$ cat config.mk
export PLATFORM = sky130hd
export DESIGN_NAME = store_buffer
export DESIGN_NICKNAME = d
export VERILOG_FILES = /design/src/rtl/risc24_mem_pkg.sv /design/src/rtl/sb_fifo.sv /design/src/rtl/store_buffer.sv
export SDC_FILE = /design/constraint.sdc
export NUM_CORES = 1
export LEC_CHECK = 0
export BUFFER_PORTS_ARGS = -buffer_cell sky130_fd_sc_hd__buf_2
export CAP_MARGIN = 10
export CORE_AREA = 2 2 145 147
export CTS_CLUSTER_SIZE = 40
export DETAILED_ROUTE_END_ITERATION = 6
export DIE_AREA = 0 0 147 149
export PLACE_DENSITY = 0.8
export SYNTH_ARGS = -nofsm -noshare
export SYNTH_HDL_FRONTEND = slang
export SYNTH_HIERARCHICAL = 1
export SYNTH_SLANG_ARGS = --single-unit
$ cat constraint.sdc
create_clock -name clk -period 3.75 [get_ports clk]
set_input_delay 0.1875 -clock clk [delete_from_list [all_inputs] [get_ports clk]]
set_output_delay 0.1875 -clock clk [all_outputs]
set_load 0.01 [all_outputs]
$ cat src/rtl/risc24_mem_pkg.sv
// rtl/risc24_mem_pkg.sv - shared widths, FSM states and store entry type for the store buffer
package risc24_mem_pkg;

  localparam int SB_AW = 16;
  localparam int SB_DW = 16;

  typedef enum logic [1:0] {
    IDLE  = 2'd0,
    DRAIN = 2'd1,
    READ  = 2'd2
  } sb_state_t;

  typedef struct packed {
    logic [SB_AW-1:0] adr;
    logic [SB_DW-1:0] data;
  } sb_entry_t;

endpackage

$ cat src/rtl/sb_fifo.sv
// rtl/sb_fifo.sv - store entry FIFO with youngest-match address lookup
module sb_fifo
  import risc24_mem_pkg::*;
#(
  parameter int DEPTH = 4
) (
  input  logic             clk,
  input  logic             reset,
  input  logic             push,
  input  sb_entry_t        push_entry,
  input  logic             pop,
  input  logic [SB_AW-1:0] lookup_adr,
  output sb_entry_t        head,
  output logic             hit,
  output logic [SB_DW-1:0] hit_data,
  output logic             full,
  output logic             empty
);

  localparam int PW = $clog2(DEPTH);

  sb_entry_t      entries [DEPTH];
  logic [PW-1:0]  head_ptr;
  logic [PW-1:0]  tail_ptr;
  logic [PW:0]    count;
  logic [PW-1:0]  idx;

  assign head  = entries[head_ptr];
  assign full  = (count == (PW+1)'(DEPTH));
  assign empty = (count == '0);

  // Entry storage needs no reset: validity comes from head/count only.
  always_ff @(posedge clk) begin
    if (push) begin
      entries[tail_ptr] <= push_entry;
    end
  end

  // Pointers wrap naturally at DEPTH; count tracks simultaneous push and pop.
  always_ff @(posedge clk or posedge reset) begin
    if (reset) begin
      head_ptr <= '0;
      tail_ptr <= '0;
      count    <= '0;
    end else begin
      if (push) tail_ptr <= tail_ptr + 1'b1;
      if (pop)  head_ptr <= head_ptr + 1'b1;
      case ({push, pop})
        2'b10:   count <= count + 1'b1;
        2'b01:   count <= count - 1'b1;
        default: count <= count;
      endcase
    end
  end

  // Walk oldest to youngest so the last match seen is the youngest store.
  always_comb begin
    hit      = 1'b0;
    hit_data = '0;
    idx      = '0;
    for (int i = 0; i < DEPTH; i++) begin
      idx = head_ptr + PW'(i);
      if (((PW+1)'(i) < count) && (entries[idx].adr == lookup_adr)) begin
        hit      = 1'b1;
        hit_data = entries[idx].data;
      end
    end
  end

endmodule

$ cat src/rtl/store_buffer.sv
// rtl/store_buffer.sv - posted-write buffer with load forwarding between core and data memory
module store_buffer
  import risc24_mem_pkg::*;
#(
  parameter int DEPTH = 4,
  parameter int AW    = SB_AW,
  parameter int DW    = SB_DW
) (
  input  logic          clk,
  input  logic          reset,
  input  logic [AW-1:0] adr,
  input  logic [DW-1:0] writedata,
  input  logic          memwrite,
  input  logic          memread,
  output logic [DW-1:0] readdata,
  output logic          stall,
  output logic [AW-1:0] mem_adr,
  output logic [DW-1:0] mem_wdata,
  output logic          mem_we,
  output logic          mem_re,
  input  logic [DW-1:0] mem_rdata,
  input  logic          mem_ack,
  output logic          empty,
  output logic          full
);

  sb_state_t     state;
  sb_state_t     state_nxt;
  logic          pend_valid;
  logic [AW-1:0] pend_adr;
  sb_entry_t     push_entry;
  sb_entry_t     head;
  logic          hit;
  logic [DW-1:0] hit_data;
  logic          push;
  logic          pop;
  logic          load;
  logic          load_hit;
  logic          load_miss;
  logic          read_done;

  // A store beats a load in the same cycle; a load is ignored while a miss is outstanding.
  assign push       = memwrite & ~full;
  assign load       = memread & ~memwrite & ~pend_valid;
  assign load_hit   = load & hit;
  assign load_miss  = load & ~hit;
  assign read_done  = (state == READ) & mem_ack;
  assign pop        = (state == DRAIN) & mem_ack;
  assign stall      = (memwrite & full) | (pend_valid & ~read_done);
  assign push_entry = '{adr: adr, data: writedata};

  sb_fifo #(.DEPTH(DEPTH)) u_fifo (
    .clk        (clk),
    .reset      (reset),
    .push       (push),
    .push_entry (push_entry),
    .pop        (pop),
    .lookup_adr (adr),
    .head       (head),
    .hit        (hit),
    .hit_data   (hit_data),
    .full       (full),
    .empty      (empty)
  );

  // State register.
  always_ff @(posedge clk or posedge reset) begin
    if (reset) state <= IDLE;
    else       state <= state_nxt;
  end

  // Next state and memory port drive; a new miss or push is seen in IDLE the same cycle.
  always_comb begin
    state_nxt = state;
    mem_we    = 1'b0;
    mem_re    = 1'b0;
    mem_adr   = '0;
    mem_wdata = '0;
    case (state)
      IDLE: begin
        if (pend_valid | load_miss)  state_nxt = READ;
        else if (~empty | push)      state_nxt = DRAIN;
      end
      DRAIN: begin
        mem_we    = 1'b1;
        mem_adr   = head.adr;
        mem_wdata = head.data;
        if (mem_ack) state_nxt = IDLE;
      end
      READ: begin
        mem_re  = 1'b1;
        mem_adr = pend_adr;
        if (mem_ack) state_nxt = IDLE;
      end
      default: state_nxt = IDLE;
    endcase
  end

  // Pending miss register: set by a missing load, cleared by the read's ack.
  always_ff @(posedge clk or posedge reset) begin
    if (reset) begin
      pend_valid <= 1'b0;
      pend_adr   <= '0;
    end else if (read_done) begin
      pend_valid <= 1'b0;
    end else if (load_miss) begin
      pend_valid <= 1'b1;
      pend_adr   <= adr;
    end
  end

  // Load result: forwarded data on a hit, memory data on the read ack.
  always_ff @(posedge clk or posedge reset) begin
    if (reset)         readdata <= '0;
    else if (read_done) readdata <= mem_rdata;
    else if (load_hit)  readdata <= hit_data;
  end

endmodule

Yosys cells after proc, flatten, opt, wreduce, memory -nomap -nowiden
Memory sizes are Yosys's and may differ from the RTL's.
Index checks and enable logic that the tools add are counted.
- add/subtract/negate cells: 6
- $mul: 0
- divide/modulo/power cells: 0
- magnitude comparators: 4
- eq/ne operators: 11
- shift-type cells: 0
- mux-type cells: 23
- bitwise operators: 18
- reductions and logical operators: 12
- operator list (kind ; number):
    16-bit two-way mux ; 7
    16-bit equality test ; 4
    16-bit one-hot mux with 2 select lines ; 1
    1-bit two-way mux ; 10
    1-bit AND ; 9
    1-bit by 3-bit < comparator with 1-bit output, first input constant ; 2
    2-bit by 3-bit < comparator with 1-bit output, first input constant ; 2
    2-bit two-way mux ; 3
    1-bit NOT ; 6
    3-bit one-hot mux with 2 select lines ; 1
    2-bit nonzero test ; 3
    2-bit by 1-bit adder with 2-bit output, second input constant ; 2
    2-bit adder, second input constant ; 2
    2-bit by 1-bit equality test with 1-bit output, second input constant ; 2
    2-bit equality test, second input constant ; 2
    1-bit logical AND ; 4
    2-bit one-hot mux with 2 select lines ; 1
    2-bit AND reduction ; 2
    3-bit by 1-bit adder with 3-bit output, second input constant ; 1
    3-bit equality test, second input constant ; 1
    3-bit zero test ; 1
    3-bit != test, second input constant ; 1
    1-bit OR ; 3
    3-bit by 1-bit subtractor with 3-bit output, second input constant ; 1
    other kinds (3) ; 3
- register bits after elaboration: 42
- latch bits: 0
- memory bits (writable): 128
- bits in read-only memories: 0
- output and inout port bits: 53
- word-level logic and storage cells: 82
- memories: 1
- memory list (memory ; depth ; width ; rd ports ; clocked after Yosys merged registers in ; write ports ; RTL line ; source):
    u_fifo.entries ; 4 ; 32 ; 4 ; 0 ; 1 ; sb_fifo.sv:22 ; sb_entry_t entries [DEPTH];

Logic depth before layout (Yosys ltp)
Gate-level depths: netlist of the first run.
An unclocked memory read counts as a cell.
- depth after elaboration: 12
- mapped depth: 17
- mapped depth without buffers: 11

Cells and area by module
The synthesis of the first run kept the hierarchy.
- modules (own cells, without submodules) (module ; times used ; cells an instance ; area each (um^2) ; sequential area each (um^2)):
    sb_fifo ; 1 ; 743 ; 8937.3 ; 4018.9
    store_buffer ; 1 ; 165 ; 2029.4 ; 875.8

Least setup slack after synthesis of the first run
Ideal clock, no wire load.
- path type: reg-to-reg
- start: register u_fifo.head_ptr[0]
- end: register readdata[0]
- library setup time: 0.125 ns
- arrival: 3.424 ns
- setup slack: 0.201 ns
- stages on the path, launching flop included: 16
- buffers on the path: 6
- path through: dfrtp_1 -> buf_4 -> buf_6 -> buf_2 -> mux4_2 -> xnor2_1 -> nand4_1 -> nor3_1 -> o2111ai_1 -> buf_2 -> buf_2 -> nand3b_1 -> and4bb_2 -> a21oi_4 -> buf_4 -> mux2_2
- cells in the longest elaborated chain, start to end: 9
- ends and longest elaborated chain (item ; RTL line ; source):
    from (decl) ; sb_fifo.sv:23 ; logic [PW-1:0] head_ptr;
    from (signal assigned) ; sb_fifo.sv:47 ; if (pop) head_ptr <= head_ptr + 1'b1;
    2-bit by 1-bit adder with 2-bit output / memory 4 x 32 bit (equally long branches) ; n/a ;
    memory 4 x 32 bit (*) ; n/a ;
    16-bit equality test / 1-bit logical AND (equally long branches) ; sb_fifo.sv:63 ; if (((PW+1)'(i) < count) && (entries[idx].adr == lookup_adr)) begin
    1-bit logical AND / 1-bit two-way mux (equally long branches) ; sb_fifo.sv:63 ;
    1-bit two-way mux (2 in series) ; sb_fifo.sv:63 ;
    1-bit two-way mux (*) ; sb_fifo.sv:63 ;
    via hit ; store_buffer.sv:33 ; logic hit;
    1-bit AND (*) ; store_buffer.sv:45 ; assign load_hit = load & hit;
    2-bit nonzero test (no source line) (*) ; n/a ;
    to (signal assigned) ; store_buffer.sv:115 ; else if (read_done) readdata <= mem_rdata;
    to (signal assigned) ; store_buffer.sv:116 ; else if (load_hit) readdata <= hit_data;
    to (decl) ; store_buffer.sv:15 ; output logic [DW-1:0] readdata,
The timed path passes the listed nets; every way through them passes the cells marked *. The select of a mux whose other input is x is not followed.
A chain may end at the register's enable or synchronous reset.

Worst setup path after layout of the first run
- start: register u_fifo.head_ptr[1]
- end: register readdata[10]
- cells in the longest elaborated chain, start to end: 9
- ends and longest elaborated chain (item ; RTL line ; source):
    2-bit by 1-bit adder with 2-bit output / memory 4 x 32 bit (equally long branches) ; n/a ;
    memory 4 x 32 bit (*) ; n/a ;
    16-bit equality test / 1-bit logical AND (equally long branches) ; sb_fifo.sv:63 ;
    1-bit logical AND / 16-bit two-way mux (equally long branches) ; sb_fifo.sv:63 ;
    16-bit two-way mux (2 in series) ; sb_fifo.sv:63 ;
    16-bit two-way mux (*) ; sb_fifo.sv:63 ;
    via hit_data[10] ; store_buffer.sv:34 ; logic [DW-1:0] hit_data;
    16-bit two-way mux (*) ; store_buffer.sv:116 ;
    16-bit two-way mux (*) ; store_buffer.sv:115 ;
Marked as above.

==> impl_metrics.yaml, run 1 <==
detailed_routing:
  drt_iter0_markers: 1022
  dr.pass1.iters: 5
  ant_nets: 0
  viasPerCell: 6.286
  wl_per_cell_um: 21.65
  vias: 8398
  wirelength_mm: 28.93
  drcViolationCount: 0
synthesis:
  yosysWarnings: 6
  syn_area_mm2: 0.01097
  synth.distinct_cells: 65
  syn_inst: 908
  synth-seq-cells: 170
  syn_nets: 973
  syn_avg_cell_area_um2: 12.08
  ys_async_sr_fraction_pct: 24.71
  seq_area_frac_synth_pct: 44.63
  synth_edf_count: 128
  ys.flop_type: "edfxtp_1"
placement:
  placed_area_mm2: 0.01200
  hpwl_mm: 19.17
  numPortBuffers: 105
  preCtsSetupSlack_ns: -0.08575
  place_congestion: 0.9165
die:
  die_w_um: 147
  ios: 106
  rows: 53
  core_mm2: 0.02056
  dieArea_mm2: 0.02190
  initial_utilization_pct: 53.35
  die_h_um: 149
power:
  ir_drop_mv: 0.4414
  p_leak_uw: 0.005151
  total_power_uw: 9556
  p_per_area_mw_per_mm2: 733.0
setup_path:
  arrival_ns: 3.98
  worstReg2RegStart: "u_fifo/head_ptr[1]"
  cp_slowest_cell: "dfrtp_4"
  cp-end-kind: "flip-flop"
  crit_fanout: 32
  critPathBufInv: 3
  slowest_delay_ns: 0.50
  setup.worst_path.start_class: "flip-flop"
  critical_path_required_ns: 4.07
  cp-startpoint: "u_fifo/head_ptr[1]"
  r2r_slack_ns: 0.1
  cp_cell_sequence: "buf_12 > mux2i_1 > xnor2_1 > nor4_2 > buf_4 > o21ai_2 > nor4_4 > nand2b_4 > buf_12 > a2111oi_2 > nor4_2 > mux2_2 > mux2_2"
  critical_path_class: "reg -> reg"
  cpLargestDelayFamily: "simple AND/OR/NAND/NOR gates"
timing:
  skew_ns: 0.009191
  max_freq_mhz: 273.6
  final-hold-violation-count: 0
  setup_violations: 0
  drv_slew: 0
  whs_ns: 0.01973
  tightest_slew_ns: 0.8396
  setup_slack_ns: 0.09544
  slew_headroom_pct: 44.03
  min_period_over_period_pct: 97.45
  period_minus_slack_ns: 3.655
job:
  cap_violations: 0
layout:
  nFillCells: 1503
  utilization_pct: 63.42
  nets: 1113
  area_growth_syn_to_layout_pct: 18.88
  antenna_cells: 0
  drive_gt1_share_pct: 31.95
  design_area_mm2: 0.01304
global_route:
  grt_pass1_wl_mm: 43.87
  grt_usage_pct: 25.78
  antenna_found_initial: 0
  grt_pass1_vias: 7972
  grt_start_max_net_pins: 62
  grt-ovfl-total: 0
cts:
  clk_pin_slew_ns: 0.07
  cts_tree: "done"
  numCtsBuffers: 17
  clock-sinks: 170
  clock_latency_ns: 0.43
  cts-root-buf: "clkbuf_16"
  h-tree-depth: 4
  clock_path_buffers: 2
run_status:
  outcome: "finished clean"
worst_hold_path:
  holdCritPathClass: "in -> reg"
  hp-start: "writedata[6]"
==> synthesized netlist by cell type (all sizes together), types with 2 or more instances <==
| cell | number | area [um2] |
|---|---|---|
| nor2 | 44 | 165.2 |
| o21ai | 9 | 45.04 |
| edfxtp | 128 | 3844 |
| xor2 | 28 | 245.2 |
| nor2b | 26 | 162.7 |
| nand2 | 41 | 161.4 |
| o22ai | 4 | 25.02 |
| inv | 13 | 48.80 |
| o311a | 12 | 120.1 |
| o31ai | 9 | 67.56 |
| nor3 | 14 | 70.07 |
| nor4 | 24 | 211.5 |
| o211ai | 12 | 95.09 |
| o2111ai | 7 | 61.31 |
| nand4 | 2 | 12.51 |
| a21boi | 4 | 30.03 |
| a211o | 4 | 35.03 |
| o311ai | 4 | 35.04 |
| a22oi | 19 | 142.6 |
| and2 | 24 | 151.4 |
| xnor2 | 49 | 429.2 |
| mux4 | 26 | 585.6 |
| clkbuf | 29 | 108.9 |
| or3 | 6 | 37.54 |
| a221oi | 3 | 26.28 |
| a21oi | 22 | 121.4 |
| buf | 47 | 327.8 |
| a31oi | 3 | 18.77 |
| nand3 | 21 | 105.1 |
| nand2b | 2 | 15.02 |
| nand3b | 7 | 52.55 |
| ha | 12 | 150.1 |
| mux2 | 60 | 709.4 |
| dfrtp | 42 | 1051 |
| a211oi | 17 | 127.6 |
| a2111oi | 5 | 87.59 |
| mux2i | 113 | 1131 |
| and3 | 4 | 25.02 |
==> registers in the layout, indices dropped and copies added (netlist names) <==
signal,count
u_fifo/entries,128
pend_adr,16
readdata,16
u_fifo/count,3
state,2
u_fifo/head_ptr,2
u_fifo/tail_ptr,2
pend_valid,1
==> metal layers <==
layer | routed length (um) | GRT usage (%) | up-vias
met2 | 13740 | 41.24 | 434
met5 | 0 | 0 | -
met4 | 605 | 8.365 | 0
li1 | - | - | 3740
met1 | 12240 | 36.23 | 4170
met3 | 2346 | 4.312 | 54
==> worst reg2reg max path, delay by kind of cell (launching register included) <==
family | cells | cell delay (ns)
buf+inv | 3 | 0.59
compound gates | 2 | 0.45
mux | 3 | 0.86
xor+xnor | 1 | 0.15
simple gates | 4 | 1.00
flops | 1 | 0.50
==> metrics by stage <==
step,setup TNS (ns),instances
6_report,0,1336
5_1_grt,-1.029,1336
4_1_cts,0,1323
3_5_place_dp,-0.2912,1274
3_3_place_gp,0,1274
2_1_floorplan,0,908
==> report_power, final <==
group          total [uW]  switching (uW)  internal, uW
clock                1700             769           931
combinational        4980            2790          2190
sequential           2880             325          2550
==> cells in the final DEF, fill, tap and decap left out, drive strengths merged, types with 19 or more instances in the layout <==
master	netlist	layout
a22oi	19	19
dfrtp	42	42
mux2i	113	113
mux4	26	26
and2	24	24
xnor2	49	49
nand2	41	41
mux2	60	60
clkbuf	29	23
buf	47	180
nor2	44	44
edfxtp	128	128
nand3	21	21
xor2	28	28
a21oi	22	22
nor2b	26	26
nor4	24	24
==> area by class of cell <==
class	count	area (um2)	share of cell area (%)
Tap cell	275	344.1	2.639
Inverter	13	48.80	0.3743
Clock buffer	21	481.7	3.695
Multi-Input combinational cell	649	5743	44.05
Clock inverter	11	85.08	0.6526
Sequential cell	170	4902	37.60
Timing Repair Buffer	197	1433	10.99
==> cell families (layout without fill, tap and decap cells) <==
group	Yosys count	after routing	synth area share, %
and+or+nand+nor	221	221	11.33
buffers and inverters	89	242	4.427
DFF	170	170	44.63
adders and majority gates	12	12	1.369
AOI/OAI and AO/OA	140	140	9.972
muxes	199	199	22.12
xor gates and xnor gates	77	77	6.149
==> repair_timing <==
item                       CTS  global route
cloned                       0             2
hold buffers                15             0
hold endpoints to repair    80             0
resized for setup            0            26
setup buffers                2            11
setup endpoints to repair   31            32
pin swaps                    0            10
==> final timing paths <==
| kind | endpoint | cells past startpoint |
|---|---|---|
| max | readdata[10] | 13 |
| min in group asynchronous | u_fifo/tail_ptr[0] | 3 |
| min reg2reg | readdata[5] | 1 |
| max reg2reg | readdata[10] | 13 |
| min | u_fifo/entries[3][6] | 1 |
| max in group asynchronous | pend_adr[13] | 4 |
Power figures use the tool's default switching activity.
==> run 2, diff against run 1 <==
--- a/config.mk
+++ b/config.mk
@@ -11,7 +11,7 @@
 export CTS_CLUSTER_SIZE = 40
 export DETAILED_ROUTE_END_ITERATION = 6
 export DIE_AREA = 0 0 147 149
-export PLACE_DENSITY = 0.8
+export PLACE_DENSITY = 0.77
 export SYNTH_ARGS = -nofsm -noshare
 export SYNTH_HDL_FRONTEND = slang
 export SYNTH_HIERARCHICAL = 1
==> run 2 against run 1 <==
  * Core utilization is 0.80 points lower
  * Fmax is 0.53% lower
  * Critical path depth is 1 lower
  * Sequential power hardly changed
  * Critical endpoint is now readdata[15]
  * Largest power group unchanged
  * Clock skew is 0.0028 ns higher
  * Via count is 2.0% lower
==> impl_metrics.yaml, run 2 (same netlist as run 1, synthesis figures left out) <==
die:
  initial_utilization_pct: 53.35
  core_mm2: 0.02056
  ios: 106
  die_w_um: 147
  dieArea_mm2: 0.02190
  rows: 53
  die_h_um: 149
setup_path:
  critical_path_required_ns: 4.08
  cp-startpoint: "u_fifo/head_ptr[1]"
  r2r_slack_ns: 0.08
  cp-end-kind: "flip-flop"
  worstReg2RegStart: "u_fifo/head_ptr[1]"
  setup.worst_path.start_class: "flip-flop"
  critical_path_class: "reg -> reg"
  crit_fanout: 11
  r2r_end: "readdata[15]"
  endpoint: "readdata[15]"
  r2r_cells: 12
  arrival_ns: 4.00
global_route:
  grt_usage_pct: 25.99
  grt_pass1_vias: 7878
  grt_pass1_wl_mm: 44.08
  grt_start_max_net_pins: 57
  antenna_found_initial: 0
  grt-ovfl-total: 0
layout:
  layout_commonest_cell: "edfxtp_1"
  largest_reg_flops: 128
  utilization_pct: 62.62
  final_cells: 1331
  design_area_mm2: 0.01287
  top_regs: "u_fifo/entries x128, pend_adr x16, readdata x16"
  nets: 1108
  drive_gt1_share_pct: 31.16
  layout_common_cells: "edfxtp_1 (128), mux2i_1 (110), buf_2 (105)"
  area_growth_syn_to_layout_pct: 17.39
  top_register: "u_fifo/entries"
  antenna_cells: 0
placement:
  hpwl_mm: 19.42
  placed_area_mm2: 0.01198
  place_congestion: 0.9539
  place_inst: 1273
  numPortBuffers: 105
detailed_routing:
  wirelength_mm: 28.48
  dr.pass1.iters: 7
  viasPerCell: 6.186
  wl_per_cell_um: 21.40
  drt_iter0_markers: 1035
  ant_nets: 0
  vias: 8233
  drcViolationCount: 0
power:
  p_per_area_mw_per_mm2: 738.2
  ir_drop_mv: 0.4125
  p_leak_uw: 0.005103
cts:
  cts_tree: "done"
  clock_latency_ns: 0.44
  clock_path_buffers: 2
  numCtsBuffers: 17
  h-tree-depth: 4
  cts-root-buf: "clkbuf_16"
  clk_pin_slew_ns: 0.07
  clock-sinks: 170
timing:
  max_freq_mhz: 272.2
  period_minus_slack_ns: 3.674
  slew_headroom_pct: 24.00
  setup_violations: 0
  finalSetupTns_ns: 0
  rsz0062_at_grt: "true"
  min_period_over_period_pct: 97.97
  tightest_slew_ns: 1.139
  final-hold-violation-count: 0
  drv_slew: 0
  whs_ns: 0.06941
  skew_ns: 0.01201
run_status:
  outcome: "finished clean"
worst_hold_path:
  holdCritPathClass: "in -> reg"
job:
  cap_violations: 0
==> run 2: cell types whose count changed in the layout (fill, tap and decap cells not counted), moves of 2 or more <==
cell	delta
nor4_1	+4
nor4_2	-3
buf_12	-3
and2_2	+3
a2111oi_2	+2
mux2i_4	-2
clkbuf_16	-3
dlygate4sd3_1	+2
inv_8	+4
a2111oi_4	-2
and2_1	-3
clkbuf_8	-2
clkinvlp_4	-2
buf_6	-4
==> run 2: layout make-up <==
type                       instances  area, um2
clock inverter                    14      151.4
fill                            1544       7684
inverter                          13      48.80
sequential                       170       4902
clock buffer                      18      429.2
multi-input combinational        649       5658
tap                              275      344.1
timing repair buffer             192       1340
==> run 2: repair_timing <==
item                                    4_1_cts  5_1_grt
endpoints found under the setup margin        8       32
pin swaps                                     0        2
hold endpoints to repair                     71        0
hold buffers                                 17        0
cloned                                        0        0
resized for setup                             2       11
buffers inserted                              0        9
==> run 2: worst min path at each step <==
| stage | start | end | slack (ns) | cells past startpoint |
|---|---|---|---|---|
| final | mem_ack | pend_valid | 0.07 | 2 |
| after detailed placement | reset | u_fifo/head_ptr[1] | 0.19 | 2 |
| after global routing | mem_ack | pend_valid | 0.08 | 2 |
| after CTS | mem_ack | pend_valid | 0.05 | 2 |
| after floorplan | reset | u_fifo/count[0] | -0.009 | 1 |
| after global placement | reset | u_fifo/count[1] | 0.19 | 2 |
==> run 2: where the power goes <==
part           leakage [uW]  internal (uW)  switching [uW]
Combinational       0.00312           2150            2710
Sequential          0.00170           2550             346
Clock              0.000280            944             801
Total               0.00510           5650            3850
==> run 2: metrics by stage <==
step / power (uW) / worst slack, ns
after floorplan: 6282 / 0.2011
after global placement: 7453 / 0.09575
after detailed placement: 7558 / -0.04291
after CTS: 9357 / 0.008547
after global routing: 9999 / -0.02854
final: 9503 / 0.07613
==> run 2: routing by layer <==
layer | part of all wire (%) | up-vias | global-route usage (%)
met2 | 45 | 402 | 39.30
met1 | 45 | 4054 | 38.60
met3 | 8.0 | 45 | 4.618
met5 | 0 | - | 0
li1 | - | 3732 | -
met4 | 2.0 | 0 | 7.740
==> run 2: critical path: stages (launching register included) <==
cell and delay (ns):
dfrtp_4 0.54, buf_4 0.16, mux4_2 0.49, xor2_1 0.17
nor4_2 0.37, nand3_1 0.21, a2111oi_4 0.35, nand2b_2 0.24
buf_4 0.20, o311a_1 0.20, o211ai_1 0.11, mux2_4 0.27
mux2_2 0.26
==> run 3, diff against run 2 <==
--- a/config.mk
+++ b/config.mk
@@ -5,12 +5,13 @@
 export SDC_FILE = /design/constraint.sdc
 export NUM_CORES = 1
 export LEC_CHECK = 0
+export ABC_AREA = 1
 export BUFFER_PORTS_ARGS = -buffer_cell sky130_fd_sc_hd__buf_2
 export CAP_MARGIN = 10
-export CORE_AREA = 2 2 145 147
+export CORE_AREA = 2 2 149 151
 export CTS_CLUSTER_SIZE = 40
 export DETAILED_ROUTE_END_ITERATION = 6
-export DIE_AREA = 0 0 147 149
+export DIE_AREA = 0 0 151 153
 export PLACE_DENSITY = 0.77
 export SYNTH_ARGS = -nofsm -noshare
 export SYNTH_HDL_FRONTEND = slang
==> run 3 against run 2 <==
  * Clock skew hardly changed
  * Non-clock buffer count is 46 lower
  * Cell count is 53% higher
  * Final area is 0.78% higher
  * First-iteration DRC count is 30% higher
  * Sequential share of layout area is 0.31 points lower
  * Clock power hardly changed
  * Combinational power is 19% higher
  * Die area is 5.5% higher
  * Synthesized cell count is 82% higher
==> impl_metrics.yaml, run 3 <==
placement:
  numPortBuffers: 105
  hpwl_mm: 22.91
  place_congestion: 0.9175
synthesis:
  syn_avg_cell_area_um2: 7.034
  syn_inst: 1657
  synth.distinct_cells: 37
  synth.top_cell.area_share_pct: 32.98
  synth_top_area_cell: "edfxtp_1"
  syn_area_mm2: 0.01165
  synth_most_common_cell: "nand2_1"
  yosysWarnings: 6
  synthTopCellsByCount: "nand2_1 (773), inv_1 (166), o21ai_0 (142), edfxtp_1 (128), nand3_1 (77)"
  synth_edf_count: 128
  seq_area_frac_synth_pct: 42.00
  ys.flop_type: "edfxtp_1"
  syn_nets: 1722
  synth-seq-cells: 170
  synth_area_leaders: "edfxtp_1 (33%), nand2_1 (25%), dfrtp_1 (9.0%)"
  ys_async_sr_fraction_pct: 24.71
detailed_routing:
  wirelength_mm: 32.44
  viasPerCell: 5.457
  dr.pass1.iters: 6
  vias: 11100
  ant_nets: 0
  wl_per_cell_um: 15.95
  drt_iter0_markers: 1350
  drcViolationCount: 0
setup_path:
  slowest_delay_ns: 0.51
  critical_path_required_ns: 4.07
  setup.worst_path.start_class: "flip-flop"
  critical_path_class: "reg -> reg"
  crit_fanout: 32
  arrival_ns: 3.72
  cp_common_cell: "nand2_1"
  cp_slowest_cell: "dfrtp_4"
  cp_cell_sequence: "buf_4 > nand2_1 > nand2_2 > buf_4 > o21ai_0 > nand2_1 > nand2_1 > nor2_1 > and2_0 > nand3_1 > nor2_4 > nand3b_1 > inv_1 > nand3_4 > nand2_1 > o21ai_2"
  cp-end-kind: "flip-flop"
timing:
  finalSetupTns_ns: 0
  rsz0062_at_grt: "false"
  final-hold-violation-count: 0
  whs_ns: 0.03009
  tightest_slew_ns: 0.7996
  slew_headroom_pct: 46.69
  max_freq_mhz: 294.2
  skew_ns: 0.01188
  period_minus_slack_ns: 3.399
  drv_slew: 0
  min_period_over_period_pct: 90.63
  setup_violations: 0
global_route:
  grt_start_max_net_pins: 98
  grt-ovfl-total: 0
  grt_pass1_wl_mm: 50.18
  antenna_found_initial: 0
  grt_usage_pct: 27.84
  grt_pass1_vias: 9579
die:
  rows: 54
  dieArea_mm2: 0.02310
  die_w_um: 151
  core_mm2: 0.02149
  ios: 106
  die_h_um: 153
  initial_utilization_pct: 54.25
power:
  p_sw_uw: 5095
  combinationalPowerShare_pct: 55.9
  p_leak_uw: 0.006606
  switching_share_pct: 49.36
  p_per_area_mw_per_mm2: 795.6
  p_int_uw: 5227
  ir_drop_mv: 0.4283
  clock_power_share_pct: 17.0
  seqPwrFrac_pct: 27.1
cts:
  cts_tree: "done"
  clk_pin_slew_ns: 0.07
  clock_path_buffers: 2
  clock_latency_ns: 0.44
  cts-root-buf: "clkbuf_16"
  clock-sinks: 170
  h-tree-depth: 4
  numCtsBuffers: 17
worst_hold_path:
  holdCritPathClass: "in -> reg"
run_status:
  outcome: "finished clean"
layout:
  top_register: "u_fifo/entries"
  layout_commonest_cell: "nand2_1"
  antenna_cells: 0
  nets: 1806
  layout_common_cells: "nand2_1 (773), inv_1 (166), o21ai_0 (142)"
  largest_reg_flops: 128
  drive_gt1_share_pct: 12.94
  top_regs: "u_fifo/entries x128, pend_adr x16, readdata x16"
  area_growth_syn_to_layout_pct: 11.32
job:
  cap_violations: 0
run 3: cell count changes after synthesis, moves of 30 or more:
cell,delta
inv_1,+153
nand3_1,+56
mux2i_1,-113
o21ai_1,+30
nor2_1,+31
xnor2_1,-47
nand2_1,+733
o21ai_0,+133
mux2_2,-51
run 3: power groups by stage:
stage / clock network (uW) / registers, uW / logic (uW)
after detailed placement: 0 / 2820 / 5550
after global placement: 0 / 2810 / 5430
after global routing: 1840 / 2840 / 6400
after CTS: 1780 / 2790 / 5600
final: 1760 / 2790 / 5770
after floorplan: 0 / 2760 / 4300
run 3: cells by family (layout without fill, tap and decap cells):
| group | Yosys count | count (layout) | synth area share, % |
|---|---|---|---|
| compound gates | 223 | 223 | 10.27 |
| xor+xnor | 16 | 16 | 1.202 |
| fa+ha+maj | 12 | 12 | 1.288 |
| buf+inv | 253 | 349 | 10.46 |
| flops | 170 | 170 | 42.00 |
| simple gates | 983 | 984 | 34.78 |
run 3: layout make-up:
cell class,instances,area [um2]
Clock inverter,11,106.4
Tap cell,280,350.3
Clock buffer,21,470.5
Inverter,171,649.4
Multi-Input combinational cell,1235,5568
Sequential cell,170,4900
Fill cell,1986,8512
Timing Repair Buffer,146,929.6
run 3: critical path, delay by kind of cell (launching register included):
kind | cells | cell delay, ns
AND/OR/NAND/NOR | 11 | 1.68
buffers and inverters | 3 | 0.79
flip-flops | 1 | 0.51
AO/OA/AOI/OAI | 2 | 0.32
run 3: metrics by stage:
stage	utilization (%)	setup WS (ns)	total power [uW]	area, um2	std cells
floorplan	-	1.180	7053	11650	1657
global placement	56.77	0.3314	8234	12200	1984
detailed placement	56.77	0.2243	8374	12200	1984
CTS	60.24	0.1934	10160	12940	2033
global route	60.38	0.04187	11080	12970	2034
finish	60.38	0.3513	10320	12970	2034
run 3: repair_timing:
action	in CTS	in global routing
resized for setup	0	3
hold buffers	17	0
buffers inserted	0	0
setup endpoints to repair	0	16
endpoints found under the hold margin	106	0
run 3: metal layers:
| layer | routed length (um) | global-route usage, % |
|---|---|---|
| met1 | 14270 | 42.53 |
| met2 | 13980 | 40.41 |
| met3 | 3442 | 4.149 |
| met4 | 747 | 9.346 |
| met5 | 0 | 0 |
run 3: path summary, 6_finish.rpt:
path / endpoint / slack [ns] / cells after the start / startpoint
worst max-delay path: pend_adr[13] / 0.35 / 16 / u_fifo/head_ptr[0]
worst min-delay path: readdata[4] / 0.03 / 5 / mem_rdata[4]
worst max register to register: pend_adr[13] / 0.35 / 16 / u_fifo/head_ptr[0]
worst min register to register: pend_adr[13] / 0.49 / 2 / pend_adr[13]
max in group asynchronous: readdata[5] / 2.98 / 4 / reset
min in group asynchronous: u_fifo/count[1] / 0.30 / 3 / reset
